File: src/rtl/parity_unit.sv
// Parity generator/checker for the UART datapath.
// TX half: latches a parallel word and presents the selected parity bit.
// RX half: accumulates parity serially, checks the received parity bit and
// reports a registered error together with a one-cycle completion pulse.
module parity_unit #(
    parameter int unsigned WIDTH = 8
) (
    input  logic             CLK,
    input  logic             RST,
    input  logic [WIDTH-1:0] P_DATA,
    input  logic             Data_Valid,
    input  logic             PAR_EN,
    input  logic [1:0]       PAR_TYP,
    input  logic             RX_START,
    input  logic             SAMPLE_STRB,
    input  logic             SAMPLED_BIT,
    output logic             par_bit,
    output logic             rx_busy,
    output logic             chk_done,
    output logic             par_err
);

    localparam int unsigned CntW = $clog2(WIDTH + 1);
    localparam logic [CntW-1:0] LastCnt = CntW'(WIDTH - 1);

    typedef enum logic [1:0] {
        StIdle,
        StData,
        StPar
    } rx_state_e;

    // Mode mapping shared by TX generation and RX checking; x is the XOR of the data.
    function automatic logic calc_par(input logic en, input logic [1:0] typ, input logic x);
        logic p;
        p = 1'b0;
        if (en) begin
            unique case (typ)
                2'b00:   p = x;
                2'b01:   p = ~x;
                2'b10:   p = 1'b1;
                default: p = 1'b0;
            endcase
        end
        return p;
    endfunction

    // ------------------------------------------------------------------
    // TX path
    // ------------------------------------------------------------------
    logic [WIDTH-1:0] tx_data_q, tx_data_d;
    logic             tx_en_q, tx_en_d;
    logic [1:0]       tx_typ_q, tx_typ_d;

    // TX load: capture word and mode only on Data_Valid.
    always_comb begin
        tx_data_d = tx_data_q;
        tx_en_d   = tx_en_q;
        tx_typ_d  = tx_typ_q;
        if (Data_Valid) begin
            tx_data_d = P_DATA;
            tx_en_d   = PAR_EN;
            tx_typ_d  = PAR_TYP;
        end
    end

    // TX registers.
    always_ff @(posedge CLK or negedge RST) begin
        if (!RST) begin
            tx_data_q <= '0;
            tx_en_q   <= 1'b0;
            tx_typ_q  <= 2'b00;
        end else begin
            tx_data_q <= tx_data_d;
            tx_en_q   <= tx_en_d;
            tx_typ_q  <= tx_typ_d;
        end
    end

    // TX parity output, combinational from the latched registers.
    always_comb begin
        par_bit = calc_par(tx_en_q, tx_typ_q, ^tx_data_q);
    end

    // ------------------------------------------------------------------
    // RX path
    // ------------------------------------------------------------------
    rx_state_e       state_q, state_d;
    logic [CntW-1:0] cnt_q, cnt_d;
    logic            acc_q, acc_d;
    logic            rx_en_q, rx_en_d;
    logic [1:0]      rx_typ_q, rx_typ_d;
    logic            par_err_q, par_err_d;
    logic            chk_done_q, chk_done_d;

    // RX next state; RX_START takes priority over any strobe in the same cycle.
    always_comb begin
        state_d    = state_q;
        cnt_d      = cnt_q;
        acc_d      = acc_q;
        rx_en_d    = rx_en_q;
        rx_typ_d   = rx_typ_q;
        par_err_d  = par_err_q;
        chk_done_d = 1'b0;
        if (RX_START) begin
            state_d   = StData;
            cnt_d     = '0;
            acc_d     = 1'b0;
            par_err_d = 1'b0;
            rx_en_d   = PAR_EN;
            rx_typ_d  = PAR_TYP;
        end else if (SAMPLE_STRB) begin
            unique case (state_q)
                StData: begin
                    acc_d = acc_q ^ SAMPLED_BIT;
                    cnt_d = cnt_q + CntW'(1);
                    if (cnt_q == LastCnt) begin
                        if (rx_en_q) begin
                            state_d = StPar;
                        end else begin
                            state_d    = StIdle;
                            chk_done_d = 1'b1;
                            par_err_d  = 1'b0;
                        end
                    end
                end
                StPar: begin
                    par_err_d  = SAMPLED_BIT != calc_par(rx_en_q, rx_typ_q, acc_q);
                    chk_done_d = 1'b1;
                    state_d    = StIdle;
                end
                default: ;
            endcase
        end
    end

    // RX registers.
    always_ff @(posedge CLK or negedge RST) begin
        if (!RST) begin
            state_q    <= StIdle;
            cnt_q      <= '0;
            acc_q      <= 1'b0;
            rx_en_q    <= 1'b0;
            rx_typ_q   <= 2'b00;
            par_err_q  <= 1'b0;
            chk_done_q <= 1'b0;
        end else begin
            state_q    <= state_d;
            cnt_q      <= cnt_d;
            acc_q      <= acc_d;
            rx_en_q    <= rx_en_d;
            rx_typ_q   <= rx_typ_d;
            par_err_q  <= par_err_d;
            chk_done_q <= chk_done_d;
        end
    end

    // RX outputs.
    always_comb begin
        rx_busy  = state_q != StIdle;
        chk_done = chk_done_q;
        par_err  = par_err_q;
    end

endmodule

File: config.mk
export PLATFORM = sky130hd
export DESIGN_NAME = parity_unit
export DESIGN_NICKNAME = d
export VERILOG_FILES = /design/src/rtl/parity_unit.sv
export SDC_FILE = /design/constraint.sdc
export NUM_CORES = 1
export LEC_CHECK = 0
export CAP_MARGIN = 20
export CORE_ASPECT_RATIO = 1.4
export CORE_MARGIN = 3
export CORE_UTILIZATION = 52
export CTS_BUF_LIST = sky130_fd_sc_hd__clkbuf_8
export DETAILED_ROUTE_END_ITERATION = 10
export PLACE_DENSITY = 0.9
export SYNTH_ARGS = -nofsm -noshare
export SYNTH_HDL_FRONTEND = slang
export SYNTH_SLANG_ARGS = --single-unit
File: constraint.sdc
create_clock -name CLK -period 2 [get_ports CLK]
set_clock_uncertainty 0.05 [all_clocks]
set_input_delay 0.4 -clock CLK [delete_from_list [all_inputs] [get_ports CLK]]
set_output_delay 0.4 -clock CLK [all_outputs]
set_load 0.02 [all_outputs]
==> metrics.txt, run 1 <==
Syn Std Cell Area=1084 sq um; CTS Buffer Depth=2; net switching power=237.2 uW; utilization after layout=74.90%; die height=60.01 um; setup_tns=-0.1732 ns; synthesized net count=112; Tot Pwr=996.1 uW; failing checks=setup timing; Crit path top cell by count=xnor2_1; unrepaired setup endpoints after global routing=yes; most frequent cells in the layout=dfrtp_1 (23), clkdlybuf4s50_1 (18), mux2_2 (14); slowest stage delay, CP=0.41 ns; crit path kind=flop to primary output; synth unique cells=23; Gate Count Post-Synth=91; Synthesis Warnings=0; Post-Syn Area per Cell=11.91 sq um; max-slew violations=0; largest net degree at the start of global routing=24; post-synthesis simple-gate area fraction=11.78%; sequential area share after synthesis=53.12%; global-route usage over all layers=16.29%; compound-gate portion of the synthesized area=5.312%; Net Sw Frac=23.82%; CP max stage cell=dfrtp_1; f_max=0.4602 GHz; IO buf count=20; IO Pins=21; most common cell after layout, fill and taps aside=dfrtp_1; largest family of logic cells by synthesized area=multiplexers; First DRT Iteration DRCs=20; CTS sink count=23; clk_lat worst skew=0.26 ns; diode count=0; Hold/Removal Path Class=input port to asynchronous set/reset pin; via/cell ratio=5.526; initial antenna violation count=0; Area after DPL=1331 sq um; r2r setup slk=0.33 ns; Clock Pin Slew Worst Setup and Hold Paths=0.07 ns; nets=139; vias post-DR=757; Final Cycle Share=108.7%; Root Buffer=clkbuf_8; GP Congestion=0.8368; CP required=1.55 ns; core area=1869 sq um; worst setup margin=-0.1732 ns; status=complete, but fails checks; Final Critical Period=2.173 ns; Rel. slew slack=78.79%; Avg WL per Cell=13.45 um; P_leak=0.6055 nW; Post-DRT Antenna Nets=0; combinational power share=20.0%; hold-fix buffers at CTS=0; global route overflow=0; Yosys reg bits=23; dpl hpwl=1.391 mm; post-synthesis adder-cell area fraction=4.619%; Flop pwr share=53.0%; pwr/cell area=711.4 nW/um^2; final setup violation count=1; Crit. End Element=primary output; cell internal pwr=758.9 uW; Slew @ Worst Pin=0.3172 ns; final hold slack=0.4312 ns; peak supply drop=0.6403 mV; CP arrival=1.72 ns; routed wire length=1.843 mm; drt first pass iters=4; Num CTS Buffers=3; startpoint types=flop; Max-Cap Viols=0; share of cells above drive strength 1=21.37%; first-pass GRT wire length=3.153 mm; Initial Util=57.97%; chip width=44.58 um; xor and xnor area share after synthesis=8.891%; number of global-route vias before repair=788; drt drc=0; FP Rows=18; Area Growth Syn to Fin=29.21%; crit-path max FO=2; Post-CTS Setup Bufs=0; worst path cell trace=xnor2_2, xnor2_1, xnor2_1, or3_1, and3_4, buf_6; clock network power share=27.0%; die area=2675 sq um; multiplexer share of the synthesized area=14.55%; CTS tree=yes; Final Hold Violating Endpoints=0; # H-tree levels=1; final instance area=1400 sq um
## logic make-up (layout without fill, tap and decap cells)
family	Yosys count	count (layout)
muxes	14	14
AOI/OAI and AO/OA	11	11
and+or+nand+nor	23	23
buffers and inverters	5	31
DFF	23	23
xor gates and xnor gates	11	11
adders and majority gates	4	4
## flip-flops by register name, summed over array words and instances, names as in the netlist
signal / cells
tx_data_q: 8
cnt_q: 4
rx_typ_q: 2
state_q: 2
tx_typ_q: 2
acc_q: 1
chk_done: 1
par_err: 1
rx_en_q: 1
tx_en_q: 1
## critical path: cells and delay by family, from the launching register on
family / cells / cell delay, ns
buf+inv: 1 / 0.12
flops: 1 / 0.41
xor+xnor: 3 / 0.44
simple gates: 2 / 0.49
## metal layers
layer / wire [um] / vias to the layer above / part of all wire (%) / global-route usage, %
li1: - / 366 / - / -
met1: 747 / 371 / 41 / 17.58
met2: 983 / 18 / 53 / 28.75
met3: 94 / 2 / 5.1 / 3.313
met4: 18 / 0 / 0.98 / 9.052
met5: 0 / - / 0 / 0
## cell usage after synthesis
cell type / instances / share of area, %
dfrtp_1: 23 / 53
mux2_2: 14 / 15
xnor2_1: 7 / 5.7
a21oi_1: 6 / 2.8
nand3_1: 6 / 2.8
ha_1: 4 / 4.6
nand2_1: 4 / 1.4
xor2_1: 4 / 3.2
inv_1: 3 / 1.0
nor2_1: 3 / 1.0
o21ai_0: 3 / 1.4
or3_1: 3 / 1.7
a21o_1: 1 / 0.69
and3_1: 1 / 0.58
and4b_1: 1 / 0.92
buf_1: 1 / 0.35
clkbuf_1: 1 / 0.35
nand2b_1: 1 / 0.58
nand4b_1: 1 / 0.81
nor2b_1: 1 / 0.58
nor3_1: 1 / 0.46
nor4bb_1: 1 / 0.92
o21ai_1: 1 / 0.46
## through the flow
stage / setup WS [ns] / cells
after floorplan: 0.2373 / 91
after global placement: -0.2938 / 133
after detailed placement: -0.2934 / 133
after CTS: -0.1809 / 137
after global routing: -0.2774 / 137
final: -0.1732 / 137
## final timing paths
check | startpoint | end | cells after the start
max in group asynchronous | RST | cnt_q[2] | 2
worst max register to register | state_q[1] | par_err | 7
worst max-delay path | tx_data_q[4] | par_bit | 6
worst min register to register | state_q[0] | state_q[0] | 1
min in group CLK | state_q[0] | state_q[0] | 1
worst min-delay path | RST | chk_done | 2
## power groups by stage
stage                     clock [mW]  sequential (mW)  combinational [mW]
after CTS                      0.284            0.524               0.192
after global routing           0.304            0.533               0.219
after floorplan                    0            0.527               0.116
final                          0.269            0.528               0.199
after global placement             0            0.531               0.184
after detailed placement           0            0.533               0.187
## cell type report
type / instances / area (sq um)
clock buffer: 3 / 41.29
clock inverter: 1 / 3.754
fill: 134 / 469.2
inverter: 3 / 11.26
multi-input combinational: 63 / 509.2
sequential: 23 / 575.6
tap: 20 / 25.02
timing repair buffer: 24 / 234.0
## timing repair
item / CTS / global route
pin swaps: 3 / 1
resized for setup: 6 / 4
endpoints found under the setup margin: 1 / 2
Power figures use the tool's default switching activity.
==> run 2, diff against run 1 <==
--- a/config.mk
+++ b/config.mk
@@ -8,10 +8,10 @@
 export CAP_MARGIN = 20
 export CORE_ASPECT_RATIO = 1.4
 export CORE_MARGIN = 3
-export CORE_UTILIZATION = 52
+export CORE_UTILIZATION = 56
 export CTS_BUF_LIST = sky130_fd_sc_hd__clkbuf_8
 export DETAILED_ROUTE_END_ITERATION = 10
-export PLACE_DENSITY = 0.9
+export PLACE_DENSITY = 0.95
 export SYNTH_ARGS = -nofsm -noshare
 export SYNTH_HDL_FRONTEND = slang
 export SYNTH_SLANG_ARGS = --single-unit
==> constraint.sdc (replaced) <==
create_clock -name CLK -period 2.76 [get_ports CLK]
set_clock_uncertainty 0.05 [all_clocks]
set_input_delay 0.552 -clock CLK [delete_from_list [all_inputs] [get_ports CLK]]
set_output_delay 0.552 -clock CLK [all_outputs]
set_load 0.02 [all_outputs]
==> metrics.txt, run 2 (synthesis results as in run 1) <==
status=completed; P_leak=0.5816 nW; Avg WL per Cell=14.97 um; reg2reg start=state_q[1]; die area=2506 sq um; drt first pass iters=4; worst path cell trace=xor2_1, xnor2_1, xnor2_1, or3_1, and3_1, dlygate4sd2_1; Clock Pin Slew Worst Setup and Hold Paths=0.08 ns; vias post-DR=747; max-slew violations=0; largest net degree at the start of global routing=24; nets=136; worst setup margin=0.1997 ns; Area after DPL=1309 sq um; Initial Util=60.14%; drt drc=0; via/cell ratio=5.575; Rel. slew slack=68.24%; Slew @ Worst Pin=0.4750 ns; crit-path max FO=2; Worst Setup SP=tx_data_q[7]; GP Congestion=0.7846; chip width=43.18 um; r2r setup slk=1.00 ns; Final Cycle Share=92.76%; largest registers=tx_data_q: 8 flops, cnt_q: 4 flops; crit path kind=flop to primary output; Num CTS Buffers=3; Final Critical Period=2.560 ns; Storage cell area=575.6 sq um; # H-tree levels=1; Post-Place Worst Slack=0.2667 ns; setup_tns=0 ns; fin cells=134; most frequent cells in the layout=dfrtp_1 (23), clkdlybuf4s50_1 (19), mux2_2 (14); die height=58.05 um; initial antenna violation count=0; core area=1802 sq um; Post-DRT Antenna Nets=0; unrepaired setup endpoints after global routing=no; Hold/Removal Path Class=flop to flop; FP Rows=18; f_max=0.3906 GHz; dpl hpwl=1.520 mm; area of the multi-input gates=489.2 sq um; # placed instances=130; Root Buffer=clkbuf_8; share of cells above drive strength 1=15.79%; global route overflow=0; Largest register FFs=8; startpoint types=flop; number of global-route vias before repair=845; CTS sink count=23; first-pass GRT wire length=3.505 mm; CP required=2.16 ns; First DRT Iteration DRCs=20; largest register by flop count=tx_data_q; Fillers=125; Tot Pwr=714.9 uW; Area Growth Syn to Fin=24.83%; cell count of the worst reg-to-reg path=7; CP max stage cell=dfrtp_1; diode count=0; IO buf count=20; utilization after layout=75.07%; Critical Path Sink=par_bit; clk_lat worst skew=0.26 ns; most common cell after layout, fill and taps aside=dfrtp_1; Max-Cap Viols=0; peak supply drop=0.4029 mV; final hold slack=0.4682 ns; CTS tree=yes; global-route usage over all layers=18.49%; Crit. End Element=primary output; Final Hold Violating Endpoints=0; IO Pins=21; routed wire length=2.006 mm; RR Endpoint=par_err; CTS Buffer Depth=2; slowest stage delay, CP=0.39 ns; pwr/cell area=528.6 nW/um^2; Crit path top cell by count=xnor2_1; final instance area=1353 sq um; hold-fix buffers at CTS=0; final setup violation count=0; CP arrival=1.96 ns
[run 2: how the worst min path moves through the flow]
stage / start / end / slack (ns) / cells after the start
detailed placement: tx_en_q / tx_en_q / 0.45 / 1
global placement: tx_en_q / tx_en_q / 0.44 / 1
global route: tx_en_q / tx_en_q / 0.49 / 1
finish: state_q[0] / state_q[0] / 0.47 / 1
CTS: tx_en_q / tx_en_q / 0.47 / 1
floorplan: RST / acc_q / 0.21 / 0
[run 2: repair_timing]
action                     in CTS  in global routing
resized for setup               1                  0
setup endpoints to repair       1                  0
setup buffers                   0                  0
[run 2: critical path: cells and delay by family (launching register included)]
family / cells / cell delay, ns
xor gates and xnor gates: 3 / 0.52
and+or+nand+nor: 2 / 0.47
DFF: 1 / 0.39
buffers and inverters: 1 / 0.32
[run 2: metal layers]
metal	global-route usage (%)	wire (um)
met1	19.35	753
met3	4.037	102
met2	33.62	1123
met4	9.483	26
met5	0	0
[run 2: cell type report]
type / instances / area share (%)
Clock buffer: 3 / 3.053
Clock inverter: 1 / 0.2775
Inverter: 3 / 0.8326
Multi-Input combinational cell: 63 / 36.17
Sequential cell: 23 / 42.55
Tap cell: 20 / 1.850
Timing Repair Buffer: 21 / 15.26
[run 2: report_power, final]
| part | switching, mW | internal, mW |
|---|---|---|
| registers | 0.0196 | 0.362 |
| clock network | 0.101 | 0.0992 |
| logic | 0.0572 | 0.0764 |
